<file path="src/rtl/addsub_pipe_if.sv">
// addsub_pipe_if: operand/result handshake bundle for addsub_pipe.
// master drives operands and OutReady; slave (the adder) drives InReady and results.
interface addsub_pipe_if #(
    parameter int unsigned WIDTH = 32
);
    logic             InValid;
    logic             InReady;
    logic [WIDTH-1:0] In1;
    logic [WIDTH-1:0] In2;
    logic             Sub;
    logic             Cin;
    logic             OutValid;
    logic             OutReady;
    logic [WIDTH-1:0] Sum;
    logic             Cout;
    logic             Overflow;
    logic             Zero;

    modport master (
        output InValid, In1, In2, Sub, Cin, OutReady,
        input  InReady, OutValid, Sum, Cout, Overflow, Zero
    );

    modport slave (
        input  InValid, In1, In2, Sub, Cin, OutReady,
        output InReady, OutValid, Sum, Cout, Overflow, Zero
    );
endinterface

</file>
<file path="src/rtl/addsub_pipe.sv">
// addsub_pipe: pipelined two's-complement adder/subtractor with valid/ready handshake.
// The carry chain is cut into STAGES slices of WIDTH/STAGES bits with a register after each
// slice; operands are skewed in and partial sums accumulate so the result emerges aligned.
// WIDTH must be a multiple of STAGES. Latency is STAGES cycles; throughput one op per cycle.
// Optional feature: define ADDSUB_PIPE_SAT_EN to clamp Sum on signed overflow (flags stay raw).
module addsub_pipe #(
    parameter int unsigned WIDTH  = 32,
    parameter int unsigned STAGES = 4
) (
    input logic          Clk,
    input logic          Rst_n,
    addsub_pipe_if.slave bus
);
    localparam int unsigned SW = WIDTH / STAGES;

    logic             advance;
    logic             accept;
    logic [WIDTH-1:0] b_eff;

    // Inputs to the final slice, taken from the last pipe stage or straight from the bus
    logic [SW-1:0]    la;
    logic [SW-1:0]    lb;
    logic             lc;
    logic             lz;
    logic             lv;
    logic [SW:0]      last_slice;
    logic [WIDTH-1:0] raw_sum;

    logic             msb_carry_in;
    logic             ovf_d;
    logic             zero_d;
    logic [WIDTH-1:0] sum_d;

    logic             out_valid_q;
    logic [WIDTH-1:0] sum_q;
    logic             cout_q;
    logic             ovf_q;
    logic             zero_q;

    // Whole pipe shifts together unless a finished result is waiting on the consumer
    always_comb begin
        advance = ~out_valid_q | bus.OutReady;
        accept  = bus.InValid & advance;
        b_eff   = bus.Sub ? ~bus.In2 : bus.In2;
    end

    // Stage k adds slice k and keeps the not-yet-used operand bits plus the low result bits
    for (genvar k = 0; k < STAGES - 1; k++) begin : g_stage
        localparam int unsigned IW = WIDTH - k * SW;

        logic [IW-1:0]         a_in;
        logic [IW-1:0]         b_in;
        logic                  c_in;
        logic                  z_in;
        logic                  v_in;
        logic [SW:0]           slice;
        logic [(k+1)*SW-1:0]   s_d;

        logic [IW-SW-1:0]      a_q;
        logic [IW-SW-1:0]      b_q;
        logic [(k+1)*SW-1:0]   s_q;
        logic                  c_q;
        logic                  z_q;
        logic                  v_q;

        if (k == 0) begin : g_head
            assign a_in = bus.In1;
            assign b_in = b_eff;
            assign c_in = bus.Cin;
            assign z_in = 1'b1;
            assign v_in = accept;
            assign s_d  = slice[SW-1:0];
        end else begin : g_body
            assign a_in = g_stage[k-1].a_q;
            assign b_in = g_stage[k-1].b_q;
            assign c_in = g_stage[k-1].c_q;
            assign z_in = g_stage[k-1].z_q;
            assign v_in = g_stage[k-1].v_q;
            assign s_d  = {slice[SW-1:0], g_stage[k-1].s_q};
        end

        assign slice = {1'b0, a_in[SW-1:0]} + {1'b0, b_in[SW-1:0]} + {{SW{1'b0}}, c_in};

        // Valid bit: cleared by reset, shifts with the pipe (bubbles included)
        always_ff @(posedge Clk) begin
            if (!Rst_n) begin
                v_q <= 1'b0;
            end else if (advance) begin
                v_q <= v_in;
            end
        end

        // Operand skew, partial sum, slice carry and running zero flag
        always_ff @(posedge Clk) begin
            if (advance) begin
                a_q <= a_in[IW-1:SW];
                b_q <= b_in[IW-1:SW];
                s_q <= s_d;
                c_q <= slice[SW];
                z_q <= z_in & (slice[SW-1:0] == '0);
            end
        end
    end

    if (STAGES == 1) begin : g_single
        assign la      = bus.In1;
        assign lb      = b_eff;
        assign lc      = bus.Cin;
        assign lz      = 1'b1;
        assign lv      = accept;
        assign raw_sum = last_slice[SW-1:0];
    end else begin : g_multi
        assign la      = g_stage[STAGES-2].a_q;
        assign lb      = g_stage[STAGES-2].b_q;
        assign lc      = g_stage[STAGES-2].c_q;
        assign lz      = g_stage[STAGES-2].z_q;
        assign lv      = g_stage[STAGES-2].v_q;
        assign raw_sum = {last_slice[SW-1:0], g_stage[STAGES-2].s_q};
    end

    assign last_slice = {1'b0, la} + {1'b0, lb} + {{SW{1'b0}}, lc};

    // Final slice flags; la[SW-1] is the In1 sign bit carried through the skew registers
    always_comb begin
        msb_carry_in = la[SW-1] ^ lb[SW-1] ^ last_slice[SW-1];
        ovf_d        = msb_carry_in ^ last_slice[SW];
        zero_d       = lz & (last_slice[SW-1:0] == '0);
`ifdef ADDSUB_PIPE_SAT_EN
        if (ovf_d) begin
            sum_d = la[SW-1] ? {1'b1, {(WIDTH-1){1'b0}}} : {1'b0, {(WIDTH-1){1'b1}}};
        end else begin
            sum_d = raw_sum;
        end
`else
        sum_d = raw_sum;
`endif
    end

    // Output registers: cleared by reset, loaded on advance, held while stalled
    always_ff @(posedge Clk) begin
        if (!Rst_n) begin
            out_valid_q <= 1'b0;
            sum_q       <= '0;
            cout_q      <= 1'b0;
            ovf_q       <= 1'b0;
            zero_q      <= 1'b0;
        end else if (advance) begin
            out_valid_q <= lv;
            sum_q       <= sum_d;
            cout_q      <= last_slice[SW];
            ovf_q       <= ovf_d;
            zero_q      <= zero_d;
        end
    end

    assign bus.InReady  = advance;
    assign bus.OutValid = out_valid_q;
    assign bus.Sum      = sum_q;
    assign bus.Cout     = cout_q;
    assign bus.Overflow = ovf_q;
    assign bus.Zero     = zero_q;
endmodule

</file>
<file path="src/flat_wrapper.sv">
// flat-port wrapper written by rule: the top's interface ports become plain ports
module addsub_pipe_flat 
#(
    parameter int unsigned WIDTH  = 32,
    parameter int unsigned STAGES = 4
)
  (Clk, Rst_n, bus_InValid, bus_In1, bus_In2, bus_Sub, bus_Cin, bus_OutReady, bus_InReady, bus_OutValid, bus_Sum, bus_Cout, bus_Overflow, bus_Zero);
  addsub_pipe_if #(.WIDTH(WIDTH)) bus_i ();
  input logic Clk;
  input logic Rst_n;
  input wire logic [$bits(bus_i.InValid)-1:0] bus_InValid;
  input wire logic [$bits(bus_i.In1)-1:0] bus_In1;
  input wire logic [$bits(bus_i.In2)-1:0] bus_In2;
  input wire logic [$bits(bus_i.Sub)-1:0] bus_Sub;
  input wire logic [$bits(bus_i.Cin)-1:0] bus_Cin;
  input wire logic [$bits(bus_i.OutReady)-1:0] bus_OutReady;
  output wire logic [$bits(bus_i.InReady)-1:0] bus_InReady;
  output wire logic [$bits(bus_i.OutValid)-1:0] bus_OutValid;
  output wire logic [$bits(bus_i.Sum)-1:0] bus_Sum;
  output wire logic [$bits(bus_i.Cout)-1:0] bus_Cout;
  output wire logic [$bits(bus_i.Overflow)-1:0] bus_Overflow;
  output wire logic [$bits(bus_i.Zero)-1:0] bus_Zero;
  assign bus_i.InValid = bus_InValid;
  assign bus_i.In1 = bus_In1;
  assign bus_i.In2 = bus_In2;
  assign bus_i.Sub = bus_Sub;
  assign bus_i.Cin = bus_Cin;
  assign bus_i.OutReady = bus_OutReady;
  assign bus_InReady = bus_i.InReady;
  assign bus_OutValid = bus_i.OutValid;
  assign bus_Sum = bus_i.Sum;
  assign bus_Cout = bus_i.Cout;
  assign bus_Overflow = bus_i.Overflow;
  assign bus_Zero = bus_i.Zero;
  addsub_pipe #(.WIDTH(WIDTH), .STAGES(STAGES)) u_core (.Clk(Clk), .Rst_n(Rst_n), .bus(bus_i));
endmodule
</file>
<file path="config.mk">
export PLATFORM = sky130hd
export DESIGN_NAME = addsub_pipe_flat
export DESIGN_NICKNAME = d
export VERILOG_FILES = /design/src/rtl/addsub_pipe_if.sv /design/src/rtl/addsub_pipe.sv /design/src/flat_wrapper.sv
export SDC_FILE = /design/constraint.sdc
export NUM_CORES = 1
export LEC_CHECK = 0
export CAP_MARGIN = 20
export CORE_MARGIN = 3
export CORE_UTILIZATION = 45
export CTS_CLUSTER_DIAMETER = 100
export DETAILED_ROUTE_END_ITERATION = 10
export DONT_BUFFER_PORTS = 1
export PLACE_DENSITY = 0.6
export SLEW_MARGIN = 20
export SYNTH_ARGS = -nofsm -noshare
export SYNTH_HDL_FRONTEND = slang
export SYNTH_SLANG_ARGS = --single-unit
</file>
<file path="constraint.sdc">
create_clock -name Clk -period 9.1 [get_ports Clk]
set_input_delay 0.91 -clock Clk [delete_from_list [all_inputs] [get_ports Clk]]
set_output_delay 0.91 -clock Clk [all_outputs]
set_load 0.05 [all_outputs]
</file>
# Word-level counts from Yosys, hierarchy flattened
# Index checks and enable logic that the tools add are counted.
# W data, S select, Z words.
totals:
  reg_bits: 189
  input_bits: 70
  output_inout_bits: 37
  word_cells: 46
op_classes:
  addsub: 8
  muxes: 1
  bitwise_logic: 10
  reduce_logical: 4
ops:
  columns: ["op", "count"]
  rows:
  - ["$add A8 B8 Y9", 4]
  - ["$add A9 B1 Y9", 4]
  - ["$logic_not A8 Y1", 4]
  - ["$mux W32", 1]
  - ["$not A32 Y32", 1]
  - ["$and A1 B1 Y1", 4]
  - ["$xor A1 B1 Y1", 3]
  - ["$not A1 Y1", 1]
  - ["$or A1 B1 Y1", 1]

# Longest topological paths before layout
depth:
  word_depth: 5
  ltp_mapped: 10
  ltp_nobuf: 8

# Worst setup path after synthesis
# No wires, ideal clock.
synth_path:
  path_kind: "input port to output port"
  startpoint: "input port bus_OutReady"
  endpoint: "output port bus_InReady"
  t_arrival_ps: 5877
  required_time_ps: 8190
  slack_ps: 2313
  cell_stages: 4
  n_path_buf: 2
  cell_sequence: "nor2b_1 > clkbuf_1 > inv_1 > buf_1"
synth_between:
  elab_chain_len: 1
synth_lines:
  columns: ["element", "line", "source"]
  rows:
  - ["from (decl)", "flat_wrapper.sv:16", "input wire logic [$bits(bus_i.OutReady)-1:0] bus_OutReady;"]
  - ["$or A1 B1 Y1", "addsub_pipe.sv:42", "advance = ~out_valid_q | bus.OutReady;"]
  - ["to (decl)", "flat_wrapper.sv:17", "output wire logic [$bits(bus_i.InReady)-1:0] bus_InReady;"]
# Every way passes these cells.

# Worst setup path after layout
layout_path:
  startpoint: "register u_core.out_valid_q, in the netlist u_core.bus.OutValid"
  endpoint: "output port bus_InReady"
layout_between:
  elab_chain_len: 2
layout_lines:
  columns: ["element", "line", "source"]
  rows:
  - ["from (decl)", "addsub_pipe.sv:34", "logic out_valid_q;"]
  - ["from (signal assigned)", "addsub_pipe.sv:148", "out_valid_q <= lv;"]
  - ["$not A1 Y1", "addsub_pipe.sv:42", null]
  - ["$or A1 B1 Y1", "addsub_pipe.sv:42", null]
# Every way passes these cells.

==> metrics <==
global-route wire length before repair=slightly below 20,000 um; met2 Use GR=0.197; Synth cell types=43; clock-pin slew on the worst setup and hold paths=~0.070 ns; num rows=46; met1 usage=0.188; core area=approximately 16,000 um2; DRC Markers=0; Num CTS Buffers=17; hold path depth=0; H-tree depth=4; GRT Total Usage=0.137; GRT overflow=0; flops & latches, synth=~190; initial antenna violation count=0; clock power share=0.322; Nets=roughly 640; FF-to-FF path depth=7; Slew HR=0.384; setup violators final=0; final hold vios=0; status=complete, no violations; share of layout cells above drive strength 1=0.0785; Sw Share=0.272; Final period util=0.333; full die area=around 18,000 um2; Longest Clk Path Bufs=2; RePlAce Congestion=roughly 0.83; number of fill cells=~1,300; Period minus WS final=slightly above 3 ns; Lkg Pwr=between 3 and 4 nW; DP HPWL=between 8000 and 9000 um; area grow syn2layout=10.8%; vias per std cell=roughly 5; VDD IR-drop max=roughly 0.13 mV; root buf cell=clkbuf_16; RSZ-0062 raised after global routing=false; crit path kind=flip-flop to output pin; post-route ant nets=0; vias in the first global route=about 3,900; Worst-Skew Late Latency=0.41 ns; Resized cells post-CTS=0; IO Pins=around 110; Starting Density=0.469; met3 usage=0.0551; final worst slack=between 6 and 7 ns; worst path required time=between 8 and 9 ns; startpoint types=flip-flop; Crit Path Max Fanout=85; Pwr Density=approximately 260 nW/um2; Slew @ Worst Pin=~0.92 ns; fmax=0.330 GHz; Flop pwr share=0.567; die width=between 100 and 150 um; IO Port Bufs=0; Ys Warns=0; Place WS=roughly 5.8 ns; Logic pwr share=0.111; setup_tns=0 ns; cts hold-fix bufs=0; Routed WL per cell=~16 um; Max Cap Violations=0; Syn Inst Count=529; drt total wl=between 10,000 and 15,000 um; Pins Over Slew Limit=0; diodes inserted=0; Mapped Nets=635; die height=about 140 um; clock sinks=around 190; Vias=3,914; largest net degree at the start of global routing=100; Placement Cell Area=about 8000 um2; CTS tree=yes; DRT Pass-1 Iters=4; critical path capture point type=output pin; worst clock skew=~0.0085 ns; 1st-iter DRT viols=between 200 and 250; syn avg cell area=14.4 um2; final design area excluding fillers=8410 um2; Arr. time, crit path=approximately 2.1 ns; Core Util, Final=0.520; Hold Crit Class=flip-flop to flip-flop; net switching power=0.600 mW; post-synthesis sequential area ratio=0.696; Mapped Area=approximately 7600 um2; Tot Pwr=about 2.2 mW; internal power=1.60 mW; Post-CTS Setup Bufs=0; GRT busiest layer=met2
[worst max-delay path: stages (launching register included)]
cell and delay (ns):
dfxtp_1 0.64, nor2b_4 0.23, buf_4 0.41, inv_6 0.37
[metal layers]
metal	part of all wire	vias to the layer above
met5	0	-
met4	0.019	0
met3	0.071	20
met2	0.44	98
met1	0.47	1833
li1	-	1963
[final timing paths]
kind	startpoint	end	slack [ns]
max reg2reg	u_core.g_stage[1].c_q$_DFFE_PN_	u_core.g_stage[2].z_q$_DFFE_PN_	6.28
min	u_core.g_stage[1].s_q[0]$_DFFE_PN_	u_core.g_stage[2].s_q[0]$_DFFE_PN_	0.42
max	u_core.bus.OutValid$_SDFFE_PN0N_	bus_InReady	6.07
min reg2reg	u_core.g_stage[1].s_q[0]$_DFFE_PN_	u_core.g_stage[2].s_q[0]$_DFFE_PN_	0.42
[flip-flops by register name, summed over array words and instances, names as in the netlist, 3 cells and up]
signal              cells
u_core.g_stage.a_q     48
u_core.g_stage.b_q     48
u_core.g_stage.s_q     48
u_core.g_stage.v_q      3
u_core.g_stage.c_q      3
u_core.bus.Sum         32
u_core.g_stage.z_q      3
[power by group through the flow]
stage | combinational (mW) | sequential [mW] | clock [mW]
2_1_floorplan | 0.194 | 1.25 | 0
3_3_place_gp | 0.236 | 1.27 | 0
3_5_place_dp | 0.242 | 1.27 | 0
4_1_cts | 0.244 | 1.25 | 0.725
5_1_grt | 0.278 | 1.27 | 0.765
6_report | 0.244 | 1.25 | 0.709
[metrics by stage]
step                hold WS, ns  instances
finish                    0.415        764
global route              0.423        764
CTS                       0.419        764
detailed placement        0.405        732
global placement          0.402        732
floorplan                 0.400        529
[cell usage after synthesis, drive strengths merged]
cell type	n	area (um2)
o31ai	3	22.5
nand2b	3	18.8
clkbuf	10	37.5
o21ai	18	90.1
a211o	2	18.8
a211oi	16	125
a2111o	1	11.3
edfxtp	150	4500
nor4	3	25.0
dfxtp	39	781
or4	2	18.8
nand3	2	10.0
clkinv	1	3.75
o41ai	1	8.76
nor2	19	71.3
o2111ai	2	17.5
or2	3	18.8
o21bai	6	45.0
a21o	11	83.8
nor3	7	35.0
a2111oi	1	27.5
o21a	13	97.6
xnor2	6	52.6
buf	5	18.8
nor2b	2	12.5
a31oi	1	6.26
a21oi	42	210
inv	10	37.5
fa	8	160
ha	28	350
and2	3	18.8
nand2	63	236
and4	1	8.76
o31a	1	8.76
xor2	39	342
or3	3	18.8
nor4b	1	8.76
o211a	3	30.0
[cell type report]
class,count,area (um2),share of cell area
Sequential cell,189,5290,0.628
Tap cell,216,270,0.0321
Clock buffer,18,429,0.0510
Multi-Input combinational cell,314,2220,0.264
Clock inverter,14,144,0.0171
Inverter,11,46.3,0.00550
Timing Repair Buffer,2,18.8,0.00223
[placed cells by master, fill, tap and decap left out, types with 4 or more instances in the layout]
master,netlist,final
a211oi_1,15,15
xnor2_1,6,6
ha_1,28,28
o21bai_1,6,6
fa_1,8,8
nand2_1,63,63
o21a_1,13,13
inv_6,0,4
inv_1,10,9
o21ai_0,18,18
edfxtp_1,150,150
a21oi_1,42,42
a21o_1,10,10
dfxtp_1,39,39
nor3_1,7,7
nor2_1,19,19
clkbuf_16,0,17
xor2_1,39,39
[cell families after synthesis]
| kind of cell | synth area share |
|---|---|
| fa+ha+maj | 0.0672 |
| xor+xnor | 0.0519 |
| compound gates | 0.106 |
| buf+inv | 0.0129 |
| flops | 0.696 |
| simple gates | 0.0661 |
Power figures use the tool's default switching activity.
